==> src/rtl/job_pkg.sv <==
// Shared types and defaults for the job launcher.
// Latency: n/a (types and constants only).
// Backpressure: n/a.
package job_pkg;

  // Launcher FSM states.
  typedef enum logic [2:0] {
    IDLE   = 3'd0,
    ISSUE  = 3'd1,
    WAIT   = 3'd2,
    GAP    = 3'd3,
    FINISH = 3'd4
  } state_e;

  localparam int unsigned JOB_W_DEF   = 8;
  localparam int unsigned LAT_W_DEF   = 16;
  localparam int unsigned GAP_CYC_DEF = 2;
  localparam int unsigned TMO_CYC_DEF = 1024;

endpackage

==> src/rtl/job_launcher_lat_counter.sv <==
// Saturating up-counter with synchronous clear and load; clear wins over load, load over increment.
// Latency: 1 cycle from control input to cnt_o.
// Backpressure: none; increments stop at the all-ones value instead of wrapping.
module lat_counter
  import job_pkg::*;
#(
  parameter int unsigned W = LAT_W_DEF
) (
  input  logic         clk,
  input  logic         rst_n,
  input  logic         clr_i,
  input  logic         ld_i,
  input  logic [W-1:0] ld_val_i,
  input  logic         inc_i,
  output logic [W-1:0] cnt_o
);

  localparam logic [W-1:0] CNT_MAX = '1;

  logic [W-1:0] cnt_q;
  logic [W-1:0] cnt_d;

  // Next count: clear, load, or saturating increment.
  always_comb begin
    cnt_d = cnt_q;
    if (clr_i) begin
      cnt_d = '0;
    end else if (ld_i) begin
      cnt_d = ld_val_i;
    end else if (inc_i && (cnt_q != CNT_MAX)) begin
      cnt_d = cnt_q + W'(1);
    end
  end

  // Count register.
  always_ff @(posedge clk or negedge rst_n) begin
    if (!rst_n) begin
      cnt_q <= '0;
    end else begin
      cnt_q <= cnt_d;
    end
  end

  assign cnt_o = cnt_q;

endmodule

==> src/rtl/job_launcher.sv <==
// Batch job launcher: issues num_jobs start pulses, one at a time, waiting for done between them.
// Latency: job_start 1 cycle after go accept; all_done 2 cycles after the last accepted done.
// Backpressure: a done held high is absorbed by the GAP low-wait; go while busy is dropped. Watchdog: JOB_LAUNCHER_TMO_EN.
module job_launcher
  import job_pkg::*;
#(
  parameter int unsigned JOB_W   = JOB_W_DEF,
  parameter int unsigned LAT_W   = LAT_W_DEF,
  parameter int unsigned GAP_CYC = GAP_CYC_DEF,
  parameter int unsigned TMO_CYC = TMO_CYC_DEF
) (
  input  logic             clk,
  input  logic             reset,
  input  logic             go,
  input  logic [JOB_W-1:0] num_jobs,
  output logic             job_start,
  input  logic             job_done,
  output logic             busy,
  output logic             all_done,
  output logic [JOB_W-1:0] jobs_completed,
  output logic [LAT_W-1:0] last_latency,
  output logic [LAT_W-1:0] max_latency,
  output logic             err_timeout
);

`ifdef JOB_LAUNCHER_TMO_EN
  localparam bit TMO_EN = 1'b1;
`else
  localparam bit TMO_EN = 1'b0;
`endif

  localparam logic [LAT_W-1:0] TMO_LIM  = LAT_W'(TMO_CYC);
  localparam logic [LAT_W-1:0] GAP_LAST = LAT_W'(GAP_CYC - 1);

  state_e           state_q, state_d;
  logic [JOB_W-1:0] num_q;
  logic [JOB_W-1:0] done_cnt_q;
  logic [JOB_W-1:0] done_nxt;
  logic [LAT_W-1:0] last_q;
  logic [LAT_W-1:0] max_q;
  logic             busy_q;
  logic             all_done_q;

  logic [LAT_W-1:0] lat_cnt;
  logic [LAT_W-1:0] gap_cnt;
  logic             lat_ld, lat_inc;
  logic             gap_clr, gap_inc;
  logic             job_end;
  logic             go_acc;
  logic             tmo_hit;

  assign go_acc   = (state_q == IDLE) && go;
  assign done_nxt = done_cnt_q + JOB_W'(1);
  // Constant-false when the watchdog is compiled out, so WAIT never times out.
  assign tmo_hit  = TMO_EN && (lat_cnt == TMO_LIM);

  // Cycles since job_start: loads 1 on the start cycle, counts up while waiting.
  lat_counter #(.W(LAT_W)) u_lat_cnt (
    .clk      (clk),
    .rst_n    (reset),
    .clr_i    (1'b0),
    .ld_i     (lat_ld),
    .ld_val_i (LAT_W'(1)),
    .inc_i    (lat_inc),
    .cnt_o    (lat_cnt)
  );

  // Consecutive done-low cycles spent in GAP; restarts whenever done is seen high.
  lat_counter #(.W(LAT_W)) u_gap_cnt (
    .clk      (clk),
    .rst_n    (reset),
    .clr_i    (gap_clr),
    .ld_i     (1'b0),
    .ld_val_i ('0),
    .inc_i    (gap_inc),
    .cnt_o    (gap_cnt)
  );

  // Next-state and counter controls.
  always_comb begin
    state_d = state_q;
    lat_ld  = 1'b0;
    lat_inc = 1'b0;
    gap_clr = 1'b0;
    gap_inc = 1'b0;
    job_end = 1'b0;
    case (state_q)
      IDLE: begin
        if (go) begin
          state_d = (num_jobs == '0) ? FINISH : ISSUE;
        end
      end
      ISSUE: begin
        // done seen in this cycle belongs to the previous job and is ignored.
        lat_ld  = 1'b1;
        gap_clr = 1'b1;
        state_d = WAIT;
      end
      WAIT: begin
        lat_inc = 1'b1;
        gap_clr = 1'b1;
        if (job_done || tmo_hit) begin
          job_end = 1'b1;
          state_d = (done_nxt == num_q) ? FINISH : GAP;
        end
      end
      GAP: begin
        if (job_done) begin
          gap_clr = 1'b1;
        end else if (gap_cnt == GAP_LAST) begin
          state_d = ISSUE;
        end else begin
          gap_inc = 1'b1;
        end
      end
      FINISH: begin
        state_d = IDLE;
      end
      default: begin
        state_d = IDLE;
      end
    endcase
  end

  // State register.
  always_ff @(posedge clk or negedge reset) begin
    if (!reset) begin
      state_q <= IDLE;
    end else begin
      state_q <= state_d;
    end
  end

  // Batch capture, completion count, latency results, busy and all_done.
  always_ff @(posedge clk or negedge reset) begin
    if (!reset) begin
      num_q      <= '0;
      done_cnt_q <= '0;
      last_q     <= '0;
      max_q      <= '0;
      busy_q     <= 1'b0;
      all_done_q <= 1'b0;
    end else begin
      all_done_q <= (state_q == FINISH);
      if (go_acc) begin
        num_q      <= num_jobs;
        done_cnt_q <= '0;
        max_q      <= '0;
        busy_q     <= 1'b1;
      end else if (state_q == FINISH) begin
        busy_q <= 1'b0;
      end
      if (job_end) begin
        last_q     <= lat_cnt;
        done_cnt_q <= done_nxt;
        if (lat_cnt >= max_q) begin
          max_q <= lat_cnt;
        end
      end
    end
  end

`ifdef JOB_LAUNCHER_TMO_EN
  logic err_q;

  // Sticky watchdog flag: set when a job times out, cleared by the next accepted go.
  always_ff @(posedge clk or negedge reset) begin
    if (!reset) begin
      err_q <= 1'b0;
    end else if (go_acc) begin
      err_q <= 1'b0;
    end else if ((state_q == WAIT) && tmo_hit && !job_done) begin
      err_q <= 1'b1;
    end
  end

  assign err_timeout = err_q;
`else
  assign err_timeout = 1'b0;
`endif

  assign job_start      = (state_q == ISSUE);
  assign busy           = busy_q;
  assign all_done       = all_done_q;
  assign jobs_completed = done_cnt_q;
  assign last_latency   = last_q;
  assign max_latency    = max_q;

endmodule

==> config.mk <==
export PLATFORM = sky130hd
export DESIGN_NAME = job_launcher
export DESIGN_NICKNAME = d
export VERILOG_FILES = /design/src/rtl/job_pkg.sv /design/src/rtl/job_launcher_lat_counter.sv /design/src/rtl/job_launcher.sv
export SDC_FILE = /design/constraint.sdc
export NUM_CORES = 1
export LEC_CHECK = 0
export BUFFER_PORTS_ARGS = -buffer_cell sky130_fd_sc_hd__buf_2
export CAP_MARGIN = 5
export CORE_ASPECT_RATIO = 1.5
export CORE_UTILIZATION = 40
export DETAILED_ROUTE_END_ITERATION = 6
export MAX_ROUTING_LAYER = met4
export SKIP_CTS_REPAIR_TIMING = 1
export SYNTH_ARGS = -nofsm -noshare
export SYNTH_HDL_FRONTEND = slang
export SYNTH_SLANG_ARGS = --single-unit
export TNS_END_PERCENT = 20
==> constraint.sdc <==
create_clock -name clk -period 2.1 [get_ports clk]
set_input_delay 0.105 -clock clk [delete_from_list [all_inputs] [get_ports clk]]
set_output_delay 0.105 -clock clk [all_outputs]
set_load 0.005 [all_outputs]
## Word-level counts from Yosys, hierarchy flattened

Cells that the tools add are included.

| word-level totals | value |
|---|---|
| bits in registers | 85 |
| output and inout port bits | 44 |

| cells by class | value |
|---|---|
| $add $sub $neg | 3 |
| magnitude comparators | 1 |
| equal/unequal tests | 12 |
| multiplexer cells | 26 |
| reductions and logical operators | 11 |

Operators by type and width:

| operator | number |
|---|---|
| 16-bit 2-to-1 mux | 7 |
| 16-bit by 1-bit adder with 16-bit output, second input constant | 2 |
| 16-bit != test, second input constant | 2 |
| 3-bit 2-to-1 mux | 6 |
| 16-bit by 1-bit equality test with 1-bit output, second input constant | 1 |
| 16-bit greater-or-equal comparator | 1 |
| 8-bit 2-to-1 mux | 2 |
| 3-bit case mux with 4 select lines | 1 |
| 1-bit 2-to-1 mux | 9 |
| 8-bit by 1-bit adder with 8-bit output, second input constant | 1 |
| 8-bit equality test | 1 |
| 8-bit zero test | 1 |
| 2-bit != test, second input constant | 4 |
| 2-bit nonzero test | 4 |
| 3-bit by 2-bit equality test with 1-bit output, second input constant | 2 |
| 4-bit AND reduction | 1 |
| 3-bit by 1-bit equality test with 1-bit output, second input constant | 1 |
| 3-bit equality test, second input constant | 1 |
| 1-bit logical AND | 3 |
| 3-bit zero test | 1 |
| 1-bit case mux with 2 select lines | 1 |
| 2-bit OR reduction | 1 |

## Logic depth before layout (Yosys ltp)

Gate-level depths: netlist (run 1).

| logic depth | value |
|---|---|
| depth after elaboration | 7 |
| mapped depth | 9 |
| mapped depth without buffers | 8 |

## By module

From an unflattened synthesis (run 1), not the netlist that was laid out.

| unflattened totals | value |
|---|---|
| cells, all modules | 636 |
| area, all modules | 5,605.4 sq um |

By module, submodules not included:

| module | times used | cells each | area an instance (sq um) | sequential area each (sq um) |
|---|---|---|---|---|
| job_launcher | 1 | 388 | 3,383.2 | 1,326.3 |
| lat_counter | 2 | 124 | 1,111.1 | 400.4 |

## Least setup slack after synthesis (run 1)

OpenSTA, ideal clock, no wires.

| timing | value |
|---|---|
| kind | register to register |
| start point | register u_lat_cnt.cnt_q[0], in the netlist u_lat_cnt.cnt_o[0] |
| end point | register max_q[10], in the netlist max_latency[10] |
| library setup time | 0.079 ns |
| data arrival time | 2.231 ns |
| data required time | 2.021 ns |
| slack | -0.211 ns |
| stages on the path, launching flop included | 10 |
| period minus slack after synthesis | 2.311 ns |
| cell sequence | dfrtp_1 -> inv_1 -> ha_1 -> nand2b_1 -> a211o_1 -> o211ai_1 -> a211oi_1 -> o31ai_4 -> buf_2 -> mux2i_1 |

| between the ends | value |
|---|---|
| longest elaborated chain between the ends | 3 |

RTL lines:

| what | line | RTL |
|---|---|---|
| start: declaration | job_launcher_lat_counter.sv:20 | `logic [W-1:0] cnt_q;` |
| start signal: assignment | job_launcher_lat_counter.sv:40 | `cnt_q <= cnt_d;` |
| 16-bit greater-or-equal comparator | job_launcher.sv:156 | `if (lat_cnt >= max_q) begin` |
| 16-bit 2-to-1 mux | job_launcher.sv:156 |  |
| 16-bit 2-to-1 mux | job_launcher.sv:153 | `if (job_end) begin` |
| end signal: assignment | job_launcher.sv:157 | `max_q <= lat_cnt;` |
| end: declaration | job_launcher.sv:40 | `logic [LAT_W-1:0] max_q;` |

Every way passes these cells.
A chain may end at the register's enable or synchronous reset.

## Final worst setup path (run 1)

| timing | value |
|---|---|
| start point | register u_lat_cnt.cnt_q[0], in the netlist u_lat_cnt.cnt_o[0] |
| end point | register max_q[3], in the netlist max_latency[3] |

Same word-level chain as after synthesis.

==> summary.txt, run 1 <==
Outcome - finished, final reports clean
Fin area - 5690 um^2
CTS root buffer - clkbuf_16
Clk_lat worst skew - 340 ps
PD cells - 938 nW/um^2
RSZ-0062 raised after global routing - true
Hold WC Path Type - input pin to flip-flop
CP Capture Type - flip-flop
Worst Setup SP - u_lat_cnt.cnt_o[0]
Yosys reg bits - 85
CTS Buffer Depth - 2
Post-synth EDFFs - 0
Yosys warns - 0
Worst R2R End - max_latency[3]
First-pass GRT wire length - 17.8 mm
Syn avg cell area - 9.73 um^2
Die Span Y - 132 um
CTS HTree Levels - 3
Syn nets - 492
Post-synth cell types - 50
Io pins - 56
CP Data Arrival Time - 2300 ps
Final Slew Violations - 0
Clock sink total - 85
Initial Util - 40.9%
Sequential area share after synthesis - 47.5%
Clk slew on worst S/H paths - 60 ps
DP Wirelength - 7.59 mm
Fin util - 52.1%
Vias per inst - 5.06
Leading area contributor after synthesis - dfrtp_1
Die width - 88.4 um
Gp weighted congestion - 0.854
Worst setup path class - flip-flop to flip-flop
Core area - 10900 um^2
Ys async rst share - 100%
Post-Synthesis Cells - 460
Most common flop cell mapped by yosys - dfrtp_1
Port bufs - 54
Share of cells above drive strength 1 - 26.9%
End of the critical path - max_latency[3]
Worst setup SP type - flip-flop
Vias in the first global route - 3750
TritonCTS Buffers - 9
Mapped Area - 4480 um^2
Clock skew - 6.79 ps
FF-to-FF path depth - 9
Setup Viol. Count Final - 0
Gr usage total - 20.5%
DP Area - 5310 um^2
P&R area growth vs syn - 27.2%
Period utilisation layout - 97.1%
GRT overflow - 0
Final Net Count - 600
Post-route ant nets - 0
Maxcap violations - 0
DR vias - 3646
First-pass DRT Iterations - 4
FP Rows - 47
TritonCTS clock tree - done
Largest net degree at the start of global routing - 50
Fmax achieved - 491 MHz
Wirelength, routed - 10.3 mm
Diode count - 0
DRC - 0
Initial antenna violation count - 0
Reg2Reg Launch Point - u_lat_cnt.cnt_o[0]
DIE AREA - 11600 um^2
Crit path time final - 2040 ps
Max VDD drop - 0.000455 V
Leakage power - 2.79 nW
Crit path max fanout - 11
Setup slack, reg-to-reg - 60 ps
Worst Path Required - 2360 ps
Post-DR wirelength/cell - 14.3 um
DR iter-0 viols - 99
Tot Pwr - 5.34 mW
Top cell type's share of synthesized area - 47.5%
Final Hold Viols - 0
Synth area leaders - dfrtp_1, ha_1, nand2_1
[power by group]
group / total [mW] / leakage [nW] / internal (mW) / switching [mW]
registers: 2.02 / 1.15 / 1.85 / 0.171
clock network: 1.64 / 0.148 / 0.986 / 0.654
logic: 1.68 / 1.49 / 0.783 / 0.894
[logic make-up after synthesis]
family                     Yosys count  synth area share, %
buffers and inverters               47                 4.22
muxes                               25                 5.84
xor gates and xnor gates            34                 6.65
AOI/OAI and AO/OA                   64                 8.77
adders and majority gates           20                 5.59
and+or+nand+nor                    184                 21.3
other                                1               0.0837
DFF                                 85                 47.5
[routing by layer]
metal  share of wire (%)  vias to the layer above  track usage, %
met5                   0                        -               -
met4                 2.1                        0            7.44
li1                    -                     1824               -
met1                  42                     1747            23.5
met2                  53                       57            34.4
met3                 2.9                       18            4.46
[area by class of cell]
cell class / count / area [um^2]
Clock inverter: 5 / 58.8
Tap cell: 147 / 184
Timing Repair Buffer: 110 / 737
Clock buffer: 11 / 253
Inverter: 34 / 128
Sequential cell: 85 / 2130
Multi-Input combinational cell: 328 / 2210
Fill cell: 1025 / 5240
[state kept, by name, indices dropped and copies added, names as in the netlist]
signal,flops
u_gap_cnt.cnt_o,16
state_q,3
busy,1
all_done,1
u_lat_cnt.cnt_o,16
jobs_completed,8
num_q,8
max_latency,16
last_latency,16
[how the worst min path moves through the flow]
stage                      startpoint                 to  cells after the start
after global routing      num_jobs[1]           num_q[1]                      2
final                     num_jobs[5]           num_q[5]                      2
after CTS                       reset    max_latency[15]                      1
after global placement          reset  jobs_completed[7]                      1
after floorplan                 reset           all_done                      0
after detailed placement        reset           num_q[5]                      1
[worst max-delay path: stages (launching register included)]
cell	delay (ps)
dfrtp_1	400
inv_2	80
ha_4	190
nand2b_4	130
a211o_1	240
o211ai_1	90
a211oi_2	110
o31ai_4	320
buf_12	190
mux2i_1	200
[layout by cell type (no fill, tap or decap), drive strengths merged, types with 8 or more instances in the layout]
cell / netlist / routed
mux2i: 16 / 16
nand3: 22 / 22
mux2: 9 / 9
nor3: 9 / 9
buf: 3 / 109
and3: 8 / 8
nor2: 35 / 35
a21oi: 9 / 9
dfrtp: 85 / 85
xor2: 13 / 13
xnor2: 21 / 21
nand4: 14 / 14
clkbuf: 10 / 11
inv: 34 / 34
o21ai: 33 / 33
ha: 20 / 20
nand2: 55 / 55
nor4: 13 / 13
[synthesized netlist by cell type (2+ instances only)]
| cell | number |
|---|---|
| or3_1 | 3 |
| mux2_2 | 8 |
| xnor2_1 | 21 |
| clkbuf_1 | 10 |
| a211o_1 | 2 |
| and4_1 | 2 |
| nand2_1 | 54 |
| nor3b_1 | 3 |
| or2_2 | 2 |
| nor3_1 | 9 |
| o31ai_1 | 4 |
| a21oi_1 | 9 |
| a211oi_1 | 3 |
| nor4_1 | 13 |
| xor2_1 | 13 |
| nand3b_1 | 2 |
| and3_1 | 4 |
| o21ai_0 | 33 |
| o211ai_1 | 3 |
| dfrtp_1 | 85 |
| and2_1 | 5 |
| mux2i_1 | 16 |
| o21a_1 | 3 |
| nor2_1 | 35 |
| nand4_1 | 13 |
| inv_1 | 34 |
| a31oi_1 | 2 |
| ha_1 | 20 |
| nand3_1 | 22 |
| nand2b_1 | 4 |
| and3_2 | 4 |
[through the flow]
stage,TNS [ps],worst slack (ps),hold slack (ps),cells
after detailed placement,-7740,-500,105,701
after CTS,-8140,-523,-263,717
final,0,61.5,14.6,720
after global placement,-6910,-433,109,701
after floorplan,-79.1,-7.91,-191,460
after global routing,-557,-68.4,12.2,720
Power figures use the tool's default switching activity.
==> run 2, diff against run 1 <==
--- a/config.mk
+++ b/config.mk
@@ -10,7 +10,6 @@
 export CORE_ASPECT_RATIO = 1.5
 export CORE_UTILIZATION = 40
 export DETAILED_ROUTE_END_ITERATION = 6
-export MAX_ROUTING_LAYER = met4
 export SKIP_CTS_REPAIR_TIMING = 1
 export SYNTH_ARGS = -nofsm -noshare
 export SYNTH_HDL_FRONTEND = slang
==> run 2 against run 1 <==
  * Hold slack better by 1.8 ps
  * Largest cell class unchanged
  * Highest routed layer unchanged
  * Register-to-register slack about the same
  * Clock power barely moved
  * Critical endpoint unchanged
  * Flip-flop and latch count did not move
==> summary.txt, run 2 (synthesized netlist as in run 1, its figures left out) <==
DP Wirelength - 7.59 mm
CTS HTree Levels - 3
Hold WC Path Type - input pin to flip-flop
Die Span Y - 132 um
Crit path max fanout - 11
Metal2 WL - 5.49 mm
Fin util - 52.1%
DRC - 0
CTS Buffer Depth - 2
TritonCTS clock tree - done
Commonest non-fill, non-tap cell in the layout - dfrtp_1
Non-Filler Instances - 720
Wirelength, routed - 10.3 mm
CP cell instances - inv_2 > ha_4 > nand2b_4 > a211o_1 > o211ai_1 > a211oi_2 > o31ai_4 > buf_12 > mux2i_1
Die width - 88.4 um
DR iter-0 viols - 100
Outcome - finished, final reports clean
Maxcap violations - 0
Clk slew on worst S/H paths - 60 ps
Final Net Count - 600
Met3 wire len - 324 um
Vias in the first global route - 3751
GRT overflow - 0
TritonCTS Buffers - 9
Share of cells above drive strength 1 - 26.9%
Met1 Routed Length - 4.27 mm
Diode count - 0
Stages on worst setup path - 9
Worst setup SP type - flip-flop
Clock sink total - 85
FP Rows - 47
CP Capture Type - flip-flop
Worst Path Required - 2360 ps
Slowest stage delay, CP - 400 ps
Max VDD drop - 0.000453 V
Gr usage total - 19.9%
Fmax achieved - 490 MHz
CTS root buffer - clkbuf_16
Post-route ant nets - 0
RSZ-0062 raised after global routing - true
DR vias - 3626
CP Data Arrival Time - 2300 ps
Core area - 10900 um^2
PD cells - 937 nW/um^2
Cells on Worst Hold Path - 2
Gp weighted congestion - 0.841
DIE AREA - 11600 um^2
Clock skew - 6.54 ps
Leakage power - 2.79 nW
First-pass GRT wire length - 17.8 mm
Largest net degree at the start of global routing - 50
Clk_lat worst skew - 340 ps
Initial Util - 40.9%
CP max stage cell - dfrtp_1
P&R area growth vs syn - 27.2%
Setup Viol. Count Final - 0
Io pins - 56
Port bufs - 54
Most frequent cells in the layout - dfrtp_1, nand2_1, buf_2
FF-to-FF path depth - 9
Vias per inst - 5.04
First-pass DRT Iterations - 4
Post-DR wirelength/cell - 14.3 um
Final Hold Viols - 0
Highest Signal Layer - met4
Crit path time final - 2040 ps
Tot Pwr - 5.34 mW
Worst path top cell family by delay - compound AO/OA/AOI/OAI gates
CP Buf/Inv Count - 2
Worst setup path class - flip-flop to flip-flop
Initial antenna violation count - 0
Dpl cells - 701
Period utilisation layout - 97.3%
Final Slew Violations - 0
-- run 2: area by class of cell --
type / count / area [um^2]
multi-input cells: 328 / 2210
clock buffers: 11 / 253
inverters: 34 / 128
repair buffers: 110 / 737
clock inverters: 5 / 58.8
flip-flops and latches: 85 / 2130
fillers: 1025 / 5240
well taps: 147 / 184
-- run 2: path summary, 6_finish.rpt --
| kind | start | to | slack, ps |
|---|---|---|---|
| min in group asynchronous | reset | num_q[5] | 280 |
| worst min-delay path | num_jobs[5] | num_q[5] | 20 |
| worst max register to register | u_lat_cnt.cnt_o[0] | max_latency[3] | 60 |
| worst min register to register | last_latency[6] | last_latency[6] | 480 |
| worst max-delay path | u_lat_cnt.cnt_o[0] | max_latency[3] | 60 |
| max in group asynchronous | reset | last_latency[4] | 1160 |
-- run 2: routing by layer --
layer	track usage [%]	up-vias
li1	-	1822
met1	23.4	1728
met2	34.5	58
met3	4.46	18
met4	7.44	0
met5	0	-
-- run 2: metrics by stage --
| stage | setup TNS [ps] | hold slack (ps) | worst slack (ps) | instance area, um^2 |
|---|---|---|---|---|
| finish | 0 | 16.4 | 57.4 | 5690 |
| CTS | -8140 | -263 | -523 | 5620 |
| global placement | -6910 | 109 | -433 | 5310 |
| floorplan | -79.1 | -191 | -7.91 | 4490 |
| global route | -557 | 12.2 | -68.4 | 5690 |
| detailed placement | -7740 | 105 | -500 | 5310 |
-- run 2: where the power goes --
part           total [mW]  switching, mW  internal, mW
registers            2.02          0.171          1.85
logic                1.67          0.892         0.783
clock network        1.64          0.653         0.986
total                5.34           1.72          3.62
